$ cat src/rtl/arf054b256e1r1w0cbbeheaa4acw_pkg.sv
// Shared constants and types for the read-output stage of the 256x54 1R1W register file.
package arf054b256e1r1w0cbbeheaa4acw_pkg;

  localparam int DWIDTH    = 54;
  localparam int AWIDTH    = 8;
  localparam int RSP_DEPTH = 3;

  typedef logic [1:0] count_t;
  typedef logic [1:0] ptr_t;

  // Pointers cycle through 0..RSP_DEPTH-1 and wrap from 2 back to 0.
  function automatic ptr_t ptr_inc(input ptr_t p);
    return (p == ptr_t'(RSP_DEPTH - 1)) ? ptr_t'(0) : ptr_t'(p + 2'd1);
  endfunction

endpackage

$ cat src/rtl/arf054b256e1r1w0cbbeheaa4acw_rd_out_stage_if.sv
// Request, array, write-bypass and response signals of the read-output stage.
interface arf054b256e1r1w0cbbeheaa4acw_rd_out_stage_if #(
  parameter int DWIDTH = arf054b256e1r1w0cbbeheaa4acw_pkg::DWIDTH,
  parameter int AWIDTH = arf054b256e1r1w0cbbeheaa4acw_pkg::AWIDTH
);
  // Handshakes: a beat transfers on a clock edge where vld and rdy are both 1;
  // vld never depends on rdy, and an offered response holds until taken.
  logic              rd_req_vld;
  logic              rd_req_rdy;
  logic [AWIDTH-1:0] rd_req_adr;
  logic              arr_rd_en;
  logic [AWIDTH-1:0] arr_rd_adr;
  logic [DWIDTH-1:0] arr_rd_dat;
  logic              wr_en;
  logic [AWIDTH-1:0] wr_adr;
  logic [DWIDTH-1:0] wr_dat;
  logic              rd_rsp_vld;
  logic              rd_rsp_rdy;
  logic [DWIDTH-1:0] rd_rsp_dat;

  modport slave (
    input  rd_req_vld, rd_req_adr, arr_rd_dat, wr_en, wr_adr, wr_dat, rd_rsp_rdy,
    output rd_req_rdy, arr_rd_en, arr_rd_adr, rd_rsp_vld, rd_rsp_dat
  );

  modport master (
    output rd_req_vld, rd_req_adr, arr_rd_dat, wr_en, wr_adr, wr_dat, rd_rsp_rdy,
    input  rd_req_rdy, arr_rd_en, arr_rd_adr, rd_rsp_vld, rd_rsp_dat
  );
endinterface

$ cat src/rtl/arf054b256e1r1w0cbbeheaa4acw_rd_rsp_fifo.sv
// Three-entry response FIFO; control state is reset, the data storage is not.
module arf054b256e1r1w0cbbeheaa4acw_rd_rsp_fifo
  import arf054b256e1r1w0cbbeheaa4acw_pkg::*;
#(
  parameter int DWIDTH = arf054b256e1r1w0cbbeheaa4acw_pkg::DWIDTH
) (
  input  logic              clk,
  input  logic              rst,
  input  logic              push_i,
  input  logic [DWIDTH-1:0] push_dat_i,
  input  logic              pop_i,
  output logic              vld_o,
  output logic [DWIDTH-1:0] dat_o,
  output count_t            count_o
);

  logic [DWIDTH-1:0] mem_q [RSP_DEPTH];
  ptr_t              wr_ptr_q, wr_ptr_d;
  ptr_t              rd_ptr_q, rd_ptr_d;
  count_t            count_q, count_d;
  logic              do_pop;

  assign do_pop = pop_i && (count_q != count_t'(0));

  always_comb begin
    wr_ptr_d = wr_ptr_q;
    rd_ptr_d = rd_ptr_q;
    count_d  = count_q;
    if (push_i) wr_ptr_d = ptr_inc(wr_ptr_q);
    if (do_pop) rd_ptr_d = ptr_inc(rd_ptr_q);
    case ({push_i, do_pop})
      2'b10:   count_d = count_q + 2'd1;
      2'b01:   count_d = count_q - 2'd1;
      default: count_d = count_q;
    endcase
  end

  always_ff @(posedge clk) begin
    if (!rst) begin
      wr_ptr_q <= '0;
      rd_ptr_q <= '0;
      count_q  <= '0;
    end else begin
      wr_ptr_q <= wr_ptr_d;
      rd_ptr_q <= rd_ptr_d;
      count_q  <= count_d;
    end
  end

  always_ff @(posedge clk) begin
    if (push_i) mem_q[wr_ptr_q] <= push_dat_i;
  end

  assign vld_o   = (count_q != count_t'(0));
  assign dat_o   = mem_q[rd_ptr_q];
  assign count_o = count_q;

  // The upstream credit check leaves room for every push.
  a_no_push_when_full: assert property (
    @(posedge clk) disable iff (!rst) !(push_i && (count_q == count_t'(RSP_DEPTH)))
  );

endmodule

$ cat src/rtl/arf054b256e1r1w0cbbeheaa4acw_rd_out_stage.sv
// Read-output stage: issues the array read, bypasses a same-cycle write, buffers responses.
module arf054b256e1r1w0cbbeheaa4acw_rd_out_stage
  import arf054b256e1r1w0cbbeheaa4acw_pkg::*;
#(
  parameter int DWIDTH = arf054b256e1r1w0cbbeheaa4acw_pkg::DWIDTH,
  parameter int AWIDTH = arf054b256e1r1w0cbbeheaa4acw_pkg::AWIDTH
) (
  input  logic clk,
  input  logic rst,
  arf054b256e1r1w0cbbeheaa4acw_rd_out_stage_if.slave bus
);

  logic              accept;
  logic              pop;
  logic [AWIDTH-1:0] req_adr;
  logic [2:0]        occupancy;

  logic              p1_vld_q, p1_vld_d;
  logic              p1_hit_q, p1_hit_d;
  logic [DWIDTH-1:0] p1_dat_q, p1_dat_d;

  logic [DWIDTH-1:0] push_dat;
  count_t            fifo_count;
  logic              fifo_vld;
  logic [DWIDTH-1:0] fifo_dat;

  // Credit counts both buffered and in-flight responses, so it never sees rd_rsp_rdy.
  assign req_adr        = bus.rd_req_adr;
  assign occupancy      = {1'b0, fifo_count} + {2'b00, p1_vld_q};
  assign bus.rd_req_rdy = rst && (occupancy < 3'(RSP_DEPTH));
  assign accept         = bus.rd_req_vld && bus.rd_req_rdy;
  assign bus.arr_rd_en  = accept;
  assign bus.arr_rd_adr = req_adr;

  always_comb begin
    p1_vld_d = accept;
    p1_hit_d = bus.wr_en && (bus.wr_adr == req_adr);
    p1_dat_d = bus.wr_dat;
  end

  always_ff @(posedge clk) begin
    if (!rst) begin
      p1_vld_q <= 1'b0;
      p1_hit_q <= 1'b0;
    end else begin
      p1_vld_q <= p1_vld_d;
      p1_hit_q <= p1_hit_d;
    end
  end

  always_ff @(posedge clk) begin
    p1_dat_q <= p1_dat_d;
  end

  // The array returns the pre-write value, so a same-cycle write wins.
  assign push_dat = p1_hit_q ? p1_dat_q : bus.arr_rd_dat;

  arf054b256e1r1w0cbbeheaa4acw_rd_rsp_fifo #(
    .DWIDTH (DWIDTH)
  ) u_rsp_fifo (
    .clk        (clk),
    .rst        (rst),
    .push_i     (p1_vld_q),
    .push_dat_i (push_dat),
    .pop_i      (pop),
    .vld_o      (fifo_vld),
    .dat_o      (fifo_dat),
    .count_o    (fifo_count)
  );

  assign bus.rd_rsp_vld = rst && fifo_vld;
  assign bus.rd_rsp_dat = bus.rd_rsp_vld ? fifo_dat : '0;
  assign pop            = bus.rd_rsp_vld && bus.rd_rsp_rdy;

endmodule
$ cat src/flat_wrapper.sv
// flat-port wrapper written by rule: the top's interface ports become plain ports
module arf054b256e1r1w0cbbeheaa4acw_rd_out_stage_flat import arf054b256e1r1w0cbbeheaa4acw_pkg::*;
#(
  parameter int DWIDTH = arf054b256e1r1w0cbbeheaa4acw_pkg::DWIDTH,
  parameter int AWIDTH = arf054b256e1r1w0cbbeheaa4acw_pkg::AWIDTH
)
  (clk, rst, bus_rd_req_vld, bus_rd_req_adr, bus_arr_rd_dat, bus_wr_en, bus_wr_adr, bus_wr_dat, bus_rd_rsp_rdy, bus_rd_req_rdy, bus_arr_rd_en, bus_arr_rd_adr, bus_rd_rsp_vld, bus_rd_rsp_dat);
  arf054b256e1r1w0cbbeheaa4acw_rd_out_stage_if #(.DWIDTH(DWIDTH), .AWIDTH(AWIDTH)) bus_i ();
  input  logic clk;
  input  logic rst;
  input wire logic [$bits(bus_i.rd_req_vld)-1:0] bus_rd_req_vld;
  input wire logic [$bits(bus_i.rd_req_adr)-1:0] bus_rd_req_adr;
  input wire logic [$bits(bus_i.arr_rd_dat)-1:0] bus_arr_rd_dat;
  input wire logic [$bits(bus_i.wr_en)-1:0] bus_wr_en;
  input wire logic [$bits(bus_i.wr_adr)-1:0] bus_wr_adr;
  input wire logic [$bits(bus_i.wr_dat)-1:0] bus_wr_dat;
  input wire logic [$bits(bus_i.rd_rsp_rdy)-1:0] bus_rd_rsp_rdy;
  output wire logic [$bits(bus_i.rd_req_rdy)-1:0] bus_rd_req_rdy;
  output wire logic [$bits(bus_i.arr_rd_en)-1:0] bus_arr_rd_en;
  output wire logic [$bits(bus_i.arr_rd_adr)-1:0] bus_arr_rd_adr;
  output wire logic [$bits(bus_i.rd_rsp_vld)-1:0] bus_rd_rsp_vld;
  output wire logic [$bits(bus_i.rd_rsp_dat)-1:0] bus_rd_rsp_dat;
  assign bus_i.rd_req_vld = bus_rd_req_vld;
  assign bus_i.rd_req_adr = bus_rd_req_adr;
  assign bus_i.arr_rd_dat = bus_arr_rd_dat;
  assign bus_i.wr_en = bus_wr_en;
  assign bus_i.wr_adr = bus_wr_adr;
  assign bus_i.wr_dat = bus_wr_dat;
  assign bus_i.rd_rsp_rdy = bus_rd_rsp_rdy;
  assign bus_rd_req_rdy = bus_i.rd_req_rdy;
  assign bus_arr_rd_en = bus_i.arr_rd_en;
  assign bus_arr_rd_adr = bus_i.arr_rd_adr;
  assign bus_rd_rsp_vld = bus_i.rd_rsp_vld;
  assign bus_rd_rsp_dat = bus_i.rd_rsp_dat;
  arf054b256e1r1w0cbbeheaa4acw_rd_out_stage #(.DWIDTH(DWIDTH), .AWIDTH(AWIDTH)) u_core (.clk(clk), .rst(rst), .bus(bus_i));
endmodule
$ cat config.mk
export PLATFORM = sky130hd
export DESIGN_NAME = arf054b256e1r1w0cbbeheaa4acw_rd_out_stage_flat
export DESIGN_NICKNAME = d
export VERILOG_FILES = /design/src/rtl/arf054b256e1r1w0cbbeheaa4acw_pkg.sv /design/src/rtl/arf054b256e1r1w0cbbeheaa4acw_rd_out_stage_if.sv /design/src/rtl/arf054b256e1r1w0cbbeheaa4acw_rd_rsp_fifo.sv /design/src/rtl/arf054b256e1r1w0cbbeheaa4acw_rd_out_stage.sv /design/src/flat_wrapper.sv
export SDC_FILE = /design/constraint.sdc
export NUM_CORES = 1
export LEC_CHECK = 0
export ABC_AREA = 1
export ABC_CLOCK_PERIOD_IN_PS = 6500
export BUFFER_PORTS_ARGS = -buffer_cell sky130_fd_sc_hd__buf_2
export CORE_MARGIN = 2
export CORE_UTILIZATION = 54
export DETAILED_ROUTE_END_ITERATION = 12
export PLACE_DENSITY = 0.85
export SLEW_MARGIN = 20
export SYNTH_ARGS = -nofsm -noshare
export SYNTH_HDL_FRONTEND = slang
export SYNTH_SLANG_ARGS = --single-unit
$ cat constraint.sdc
create_clock -name clk -period 6.5 [get_ports clk]
set_clock_uncertainty 0.15 [all_clocks]
set_input_delay 1.3 -clock clk [delete_from_list [all_inputs] [get_ports clk]]
set_output_delay 1.3 -clock clk [all_outputs]
set_load 0.005 [all_outputs]
# Word level (Yosys, flattened, before mapping)
# Memories as Yosys holds them, arrays and structs flattened. A register that Yosys moved wholly into a read port is not among the register bits.
# Cells that the tools add are included.
# word_totals
ff_bits	62
latch_bits	0
ram_bits	162
romBits	0
out_inout_bits	65
mem_count	1
# classes
add_sub_neg	5
mul	0
div	0
n_lt_le_gt_ge	1
n_eq_ne	5
shifts	0
muxes	9
bitwise	0
n_reduce_logical	8
# memory_table
name	depth	width	rd	rd_ports_with_merged_regs	write_ports	line	text
u_core.u_rsp_fifo.mem_q	3	54	1	1	1	arf054b256e1r1w0cbbeheaa4acw_rd_rsp_fifo.sv:17	logic [DWIDTH-1:0] mem_q [RSP_DEPTH];
# op_table
op	n
54-bit 2-to-1 mux	2
8-bit == test	1
2-bit 2-to-1 mux	4
2-bit by 1-bit adder with 2-bit output (second input constant)	3
2-bit == test (second input constant)	3
1-bit logical AND	6
2-bit one-hot mux with 2 select lines	1
2-bit nonzero test	2
2-bit by 1-bit adder with 3-bit output	1
3-bit by 2-bit less-than comparator with 1-bit output (second input constant)	1
2-bit by 1-bit == test with 1-bit output (second input constant)	1
1-bit 2-to-1 mux	2
2-bit by 1-bit subtractor with 2-bit output (second input constant)	1

# Logic depth before layout (Yosys ltp)
# Gate-level depths: netlist of the first run.
# depth
word_depth	6
depth_mapped	9
ltp_nobuf	9

# Hierarchy
# A second synthesis of the first run with hierarchy kept.
# hier_totals
hier_cells	737
hier_area_um2	9465.3
# by_module_without_submodules
module	n_inst	cells_each	area_each_um2	seq_area_each_um2
arf054b256e1r1w0cbbeheaa4acw_rd_rsp_fifo	1	451	6725.2	5024.8
arf054b256e1r1w0cbbeheaa4acw_rd_out_stage	1	286	2740.1	1121.1

# Worst setup path before layout of the first run
# Ideal clock, no wire load.
# synth_timing
path_kind	reg2reg
from	reg u_core.p1_vld_q
to	mem u_core.u_rsp_fifo.mem_q[2][0] (enable)
setup_time_ns	0.533
t_arrival_ns	4.153
path_slack_ns	1.664
path_stages_with_launch	3
synth_period_minus_slack_ns	4.836
path_cell_list	dfxtp_1 inv_1 nor3_1
# synth_between
elab_chain_cells	2
# synth_rtl
element	line	text
start, declared	arf054b256e1r1w0cbbeheaa4acw_rd_out_stage.sv:18	logic p1_vld_q, p1_vld_d;
start signal, assigned	arf054b256e1r1w0cbbeheaa4acw_rd_out_stage.sv:46	p1_vld_q <= p1_vld_d;
1-bit 2-to-1 mux	arf054b256e1r1w0cbbeheaa4acw_rd_rsp_fifo.sv:51	if (push_i) mem_q[wr_ptr_q] <= push_dat_i;
1-bit 2-to-1 mux (implied by the code)	arf054b256e1r1w0cbbeheaa4acw_rd_rsp_fifo.sv:51	
end, declared	arf054b256e1r1w0cbbeheaa4acw_rd_rsp_fifo.sv:17	
# Every way passes these cells.

# Worst setup path in the final report of the first run
# layout_timing
from	in rst
to	out bus_rd_rsp_dat[40]
# layout_between
elab_chain_cells	2
# layout_rtl
element	line	text
start, declared	flat_wrapper.sv:10	input logic rst;
1-bit logical AND	arf054b256e1r1w0cbbeheaa4acw_rd_out_stage.sv:71	assign bus.rd_rsp_vld = rst && fifo_vld;
54-bit 2-to-1 mux	arf054b256e1r1w0cbbeheaa4acw_rd_out_stage.sv:72	assign bus.rd_rsp_dat = bus.rd_rsp_vld ? fifo_dat : '0;
end, declared	flat_wrapper.sv:22	output wire logic [$bits(bus_i.rd_rsp_dat)-1:0] bus_rd_rsp_dat;
# Every way passes these cells.

==> flow_summary.yaml, run 1 <==
outcome:
  status: "finished clean"
critical_path:
  path_common_cell: "buf_2"
  reg2reg_slack_ns: 4.39
  path_class: "in2out"
  cp.required_ns: 5.05
  r2r_end: "u_core.u_rsp_fifo.mem_q[2][53]$_DFFE_PP_"
  critical_path.max_fanout: 55
  critPathArrivalTime_ns: 2.71
  crit_slowest_cell: "buf_4"
  worst_r2r_path_depth: 2
  cp-end-kind: "output port"
  r2r_start: "u_core.p1_hit_q$_SDFF_PN0_"
  path_cells: "buf_2, inv_2, a21oi_4, buf_4, o21ai_0, a21oi_1, buf_2"
  start_kind: "primary input"
  crit_path_max_incr_delay_ns: 0.48
yosys:
  synth_ff_type: "edfxtp_1"
  yosysTopAreaCellShare_pct: 57.3
  synthTopCellsByArea: "edfxtp_1 (57%), dfxtp_1 (15%), mux2_2 (7.2%), o21ai_0 (5.6%), or2_2 (4.0%)"
  ys_seq_area_share_pct: 72.3
  yosys.area_share.simple_pct: 6.17
  netlist_top_cells_count: "edfxtp_1 (162), o21ai_0 (95), dfxtp_1 (64)"
  syn_nets: 752
  synth_cell_types: 23
  synth_compound_area_share_pct: 10.2
  yosysTopAreaCell: "edfxtp_1"
  ys_ff_latch: 226
  synth.mux.area_fraction_pct: 7.16
  synthXorXnorAreaFrac_pct: 0.206
  async_reset_ff_share_pct: 0
  synthCells: 620
  synth_area_sq_um: 8500
  synth_top_family_by_area: "compound AO/OA/AOI/OAI gates"
  ys_warn_count: 0
  yosysMostFrequentCell: "edfxtp_1"
  synthAdderAreaFrac_pct: 0.442
  synth_edf_count: 162
  avgSynthCellArea_sq_um: 13.7
timing:
  fin_ws_ns: 2.34
  finalCritPeriodShare_pct: 64.0
  final_max_slew_viol_count: 0
  max-slew-margin-rel_pct: 32.9
  tightest_slew_ns: 1.01
  hold_viol_final: 0
  setup_viol: 0
  fin_crit_ns: 4.16
  fmax_mhz: 240
  rsz0062_at_grt: "false"
  fin_setup_tns_ns: 0
grt:
  grt_pass1_vias: 5068
  grt_max_degree: 109
  antenna_found_initial: 1
  globalRoute.totalOverflow: 0
  grt_use_total_pct: 19.1
  grt_pass1_wl_um: 25000
cts:
  h-tree-depth: 1
  ctsHoldBuffers: 0
  cts_made_buffers: 23
  cts_tree: "built"
  cts_post_setup_buffers_inserted: 0
  post_cts_resized: 0
  insertion_delay_ns: 0.48
  clock_path_buffers: 3
  cts_sinks: 226
  clkTransAtPathRegs_ns: 0.06
  root_buffer: "clkbuf_16"
power:
  power_leakage_nw: 4.10
  p_total_mw: 3.09
  peakVddDrop_v: 0.000285
  p_per_area_nw_per_um2: 299
placed_design:
  io_buffers: 193
  dp.cells: 991
  place_area_sq_um: 9590
  dp_slack_ns: 2.35
  gp_congestion: 0.741
  hpwl_um: 9950
drt:
  met3_wirelength_um: 1070
  wl_met2_um: 8200
  first_pass_iters: 4
  drt_wl_total_um: 16300
  num_vias: 5255
  ant_nets: 0
  drtIter0Drc: 276
  maxUsedRoutingLayer: "met5"
  viasPerCell: 5.09
  wire_per_inst_um: 15.8
  met1_length_um: 6700
  drc_errors: 0
floorplanning:
  core-area_sq_um: 15300
  chipWidth_um: 129
  initial_core_util_pct: 55.5
  rows: 45
  die_h_um: 129
  die-area_sq_um: 16800
  io_pins: 194
cells_and_area:
  fillers: 1118
  multi_input_area_sq_um: 2060
  layout-drive-gt1-share_pct: 43.2
  area_growth_pct: 21.7
  finalNonFillerCells: 1032
  insertedDiodeCount: 0
  fin_nets: 937
  seqCellArea_sq_um: 6150
  postLayoutCellArea_sq_um: 10300
hold_path:
  min_from: "u_core.u_rsp_fifo.wr_ptr_q[1]$_SDFFE_PN0P_"
  min_path_cells: 2
  hold_path.class: "reg2reg"
  min_to: "u_core.u_rsp_fifo.wr_ptr_q[1]$_SDFFE_PN0P_"
run:
  drv_cap: 0
final cells by class:
cell class                 count  share of cell area [%]
clock buffer                  28                    6.04
clock inverter                13                    1.17
inverter                      24                   0.883
multi-input combinational    329                    20.0
sequential                   226                    59.5
tap                          211                    2.55
timing repair buffer         201                    9.92
layer usage:
| layer | vias to the layer above | track usage [%] |
|---|---|---|
| li1 | 2603 | - |
| met1 | 2438 | 23.9 |
| met2 | 179 | 34.2 |
| met3 | 33 | 3.76 |
| met4 | 2 | 5.44 |
| met5 | - | 0 |
cells in the final DEF (no fill, tap or decap), types with 3 or more instances in the layout:
| master | instances |
|---|---|
| clkinv_2 | 6 |
| clkbuf_8 | 3 |
| a21oi_1 | 59 |
| nand3_1 | 5 |
| buf_4 | 8 |
| o21ai_0 | 95 |
| dfxtp_1 | 62 |
| nand2_1 | 25 |
| inv_2 | 4 |
| inv_1 | 19 |
| or2_2 | 55 |
| ha_1 | 3 |
| clkbuf_16 | 23 |
| o21ai_1 | 14 |
| edfxtp_1 | 162 |
| clkinv_1 | 3 |
| mux2_2 | 54 |
| nor2_1 | 10 |
| buf_2 | 193 |
registers in the layout, summed over array words and instances (netlist names), named ones only:
| register | flops |
|---|---|
| u_core.u_rsp_fifo.rd_ptr_q | 2 |
| u_core.p1_hit_q | 1 |
| u_core.u_rsp_fifo.mem_q | 162 |
| u_core.p1_dat_q | 54 |
| u_core.u_rsp_fifo.count_o | 2 |
| u_core.u_rsp_fifo.wr_ptr_q | 2 |
| u_core.p1_vld_q | 1 |
worst max-delay path by stage:
| stage | startpoint | to | slack [ns] | cells past startpoint |
|---|---|---|---|---|
| finish | rst | bus_rd_rsp_dat[40] | 2.34 | 7 |
| floorplan | u_core.p1_vld_q$_SDFF_PN0_ | u_core.u_rsp_fifo.mem_q[2][0]$_DFFE_PP_ | 1.66 | 2 |
| global route | rst | bus_rd_rsp_dat[46] | 2.22 | 7 |
| CTS | rst | bus_rd_rsp_dat[52] | 2.34 | 7 |
| global placement | rst | bus_rd_rsp_dat[52] | 2.35 | 7 |
| detailed placement | rst | bus_rd_rsp_dat[52] | 2.35 | 7 |
where the power goes:
part           switching [mW]  internal, mW
logic                   0.126         0.101
clock network           0.499         0.762
registers              0.0111          1.60
cells by family (layout without fill, tap and decap cells):
kind of cell	after synthesis	in the layout
and+or+nand+nor	99	99
muxes	54	54
xor gates and xnor gates	2	2
DFF	226	226
AOI/OAI and AO/OA	171	171
adders and majority gates	3	3
buffers and inverters	65	266
worst max-delay path, delay by kind of cell:
family                 cells  cell delay [ns]
buffers and inverters      4             0.87
AO/OA/AOI/OAI              3             0.53
stage by stage:
step / hold slack, ns / utilization [%]
final: 0.320 / 67.5
after CTS: 0.320 / 67.5
after detailed placement: 0.312 / 62.6
after global routing: 0.351 / 67.5
after floorplan: 0.293 / -
after global placement: 0.312 / 62.6
Power figures use the tool's default switching activity.
==> run 2, diff against run 1 <==
--- a/config.mk
+++ b/config.mk
@@ -6,12 +6,12 @@
 export NUM_CORES = 1
 export LEC_CHECK = 0
 export ABC_AREA = 1
-export ABC_CLOCK_PERIOD_IN_PS = 6500
+export ABC_CLOCK_PERIOD_IN_PS = 3550
 export BUFFER_PORTS_ARGS = -buffer_cell sky130_fd_sc_hd__buf_2
 export CORE_MARGIN = 2
-export CORE_UTILIZATION = 54
+export CORE_UTILIZATION = 48
 export DETAILED_ROUTE_END_ITERATION = 12
-export PLACE_DENSITY = 0.85
+export PLACE_DENSITY = 0.8
 export SLEW_MARGIN = 20
 export SYNTH_ARGS = -nofsm -noshare
 export SYNTH_HDL_FRONTEND = slang
==> constraint.sdc (replaced) <==
create_clock -name clk -period 3.55 [get_ports clk]
set_clock_uncertainty 0.15 [all_clocks]
set_input_delay 0.71 -clock clk [delete_from_list [all_inputs] [get_ports clk]]
set_output_delay 0.71 -clock clk [all_outputs]
set_load 0.005 [all_outputs]
==> run 2 against run 1 <==
Worst setup slack got worse by 1.7 ns. Sequential power increased by 83%. Power increased by 82%. Non-clock buffer count increased by 4. Flip-flop and latch count unchanged.
==> flow_summary.yaml, run 2 (synthesis gave the netlist of run 1 again) <==
critical_path:
  cp-end-kind: "output port"
  critPathArrivalTime_ns: 2.05
  path_cells: "inv_2, o21ai_0, a21oi_1, buf_2"
  crit_cells: 4
  critical_path.max_fanout: 54
  start_kind: "flop"
  worst_r2r_path_depth: 2
  cp_top_family: "buffers and inverters"
  path_class: "reg2out"
  r2r_start: "u_core.p1_hit_q$_SDFF_PN0_"
  crit_path_max_incr_delay_ns: 0.62
  r2r_end: "u_core.u_rsp_fifo.mem_q[2][31]$_DFFE_PP_"
  crit_path_end: "bus_rd_rsp_dat[27]"
  cp.required_ns: 2.69
  reg2reg_slack_ns: 1.59
  crit_slowest_cell: "inv_2"
  path_buf_inv: 2
cells_and_area:
  regMostFlops: "u_core.u_rsp_fifo.mem_q"
  fillers: 1331
  finalNonFillerCells: 1050
  area_growth_pct: 22.4
  insertedDiodeCount: 0
  final_cell_mix: "buf_2 (193), edfxtp_1 (162), o21ai_0 (95), dfxtp_1 (62), a21oi_1 (59)"
  layout-drive-gt1-share_pct: 42.8
  fin_nets: 941
  top_regs: "u_core.u_rsp_fifo.mem_q (162), u_core.p1_dat_q (54)"
  largest_reg_flops: 162
  layout_commonest_cell: "buf_2"
cts:
  post_cts_resized: 0
  cts_tree: "built"
  h-tree-depth: 1
  root_buffer: "clkbuf_16"
  ctsHoldBuffers: 0
  cts_post_setup_buffers_inserted: 0
  cts_sinks: 226
  clkTransAtPathRegs_ns: 0.06
  cts_made_buffers: 23
  insertion_delay_ns: 0.50
  clock_path_buffers: 3
timing:
  setup_viol: 0
  fmax_mhz: 343
  rsz0062_at_grt: "false"
  tightest_slew_ns: 0.867
  max-slew-margin-rel_pct: 42.1
  fin_crit_ns: 2.91
  final_max_slew_viol_count: 0
  fin_setup_tns_ns: 0
  hold_viol_final: 0
  finalCritPeriodShare_pct: 82.1
run:
  drv_cap: 0
outcome:
  status: "finished clean"
grt:
  grt_pass1_wl_um: 26100
  grt_use_total_pct: 17.9
  grt_max_degree: 56
  use_met1_pct: 22.9
  met2_usage_pct: 30.6
  globalRoute.totalOverflow: 0
  grt_pass1_vias: 5187
  antenna_found_initial: 0
  use_met3_pct: 3.78
  top_usage_layer: "met2"
placed_design:
  io_buffers: 193
  dp.cells: 1009
  hpwl_um: 10300
  gp_congestion: 0.758
floorplanning:
  io_pins: 194
  die-area_sq_um: 18800
  chipWidth_um: 137
  die_h_um: 137
  initial_core_util_pct: 49.1
  rows: 48
  core-area_sq_um: 17300
power:
  peakVddDrop_v: 0.000415
  power_leakage_nw: 4.11
  p_per_area_nw_per_um2: 542
hold_path:
  hold_path.class: "in2reg"
drt:
  drc_errors: 0
  first_pass_iters: 4
  drt_wl_total_um: 16700
  num_vias: 5369
  ant_nets: 0
  wire_per_inst_um: 15.9
  drtIter0Drc: 295
  viasPerCell: 5.11
run 2: changes by cell type in the layout (fill, tap and decap cells not counted), sizes merged:
cell      delta
inv          +1
clkbuf       +9
clkinvlp     -1
bufinv       -1
clkinv       -8
buf          +4
run 2: worst min path at each step:
stage,startpoint,endpoint,depth (start not counted)
2_1_floorplan,u_core.u_rsp_fifo.wr_ptr_q[1]$_SDFFE_PN0P_,u_core.u_rsp_fifo.wr_ptr_q[1]$_SDFFE_PN0P_,2
3_3_place_gp,u_core.u_rsp_fifo.wr_ptr_q[1]$_SDFFE_PN0P_,u_core.u_rsp_fifo.wr_ptr_q[1]$_SDFFE_PN0P_,2
3_5_place_dp,u_core.u_rsp_fifo.wr_ptr_q[1]$_SDFFE_PN0P_,u_core.u_rsp_fifo.wr_ptr_q[1]$_SDFFE_PN0P_,2
4_1_cts,bus_wr_dat[11],u_core.p1_dat_q[11]$_DFF_P_,1
5_1_grt,bus_wr_dat[11],u_core.p1_dat_q[11]$_DFF_P_,1
6_report,bus_wr_dat[11],u_core.p1_dat_q[11]$_DFF_P_,1
run 2: final cells by class:
type	instances	area, sq um	area share [%]
clock buffers	37	668	6.42
clock inverters	4	47.5	0.457
inverters	24	91.3	0.878
multi-input cells	329	2070	19.9
flip-flops and latches	226	6150	59.1
well taps	225	282	2.71
repair buffers	205	1090	10.5
run 2: routing by layer:
layer	vias up	part of all wire, %	routed length, um
li1	2610	-	-
met1	2534	42	7020
met2	191	49	8130
met3	34	6.8	1140
met4	0	2.3	384
met5	-	0	0
run 2: metrics by stage:
| step | worst slack, ns | hold WS (ns) | instance area [sq um] | power, mW | util, % |
|---|---|---|---|---|---|
| floorplan | 0.381 | 0.294 | 8500 | 3.24 | - |
| global placement | 0.878 | 0.312 | 9680 | 3.41 | 56.0 |
| detailed placement | 0.845 | 0.324 | 9680 | 3.43 | 56.0 |
| CTS | 0.555 | 0.132 | 10400 | 5.70 | 60.1 |
| global route | 0.377 | 0.123 | 10400 | 5.86 | 60.1 |
| finish | 0.636 | 0.154 | 10400 | 5.64 | 60.1 |
run 2: power breakdown:
group	switching (mW)	internal, mW
Combinational	0.235	0.192
Clock	0.910	1.35
Sequential	0.0222	2.92
Total	1.17	4.47
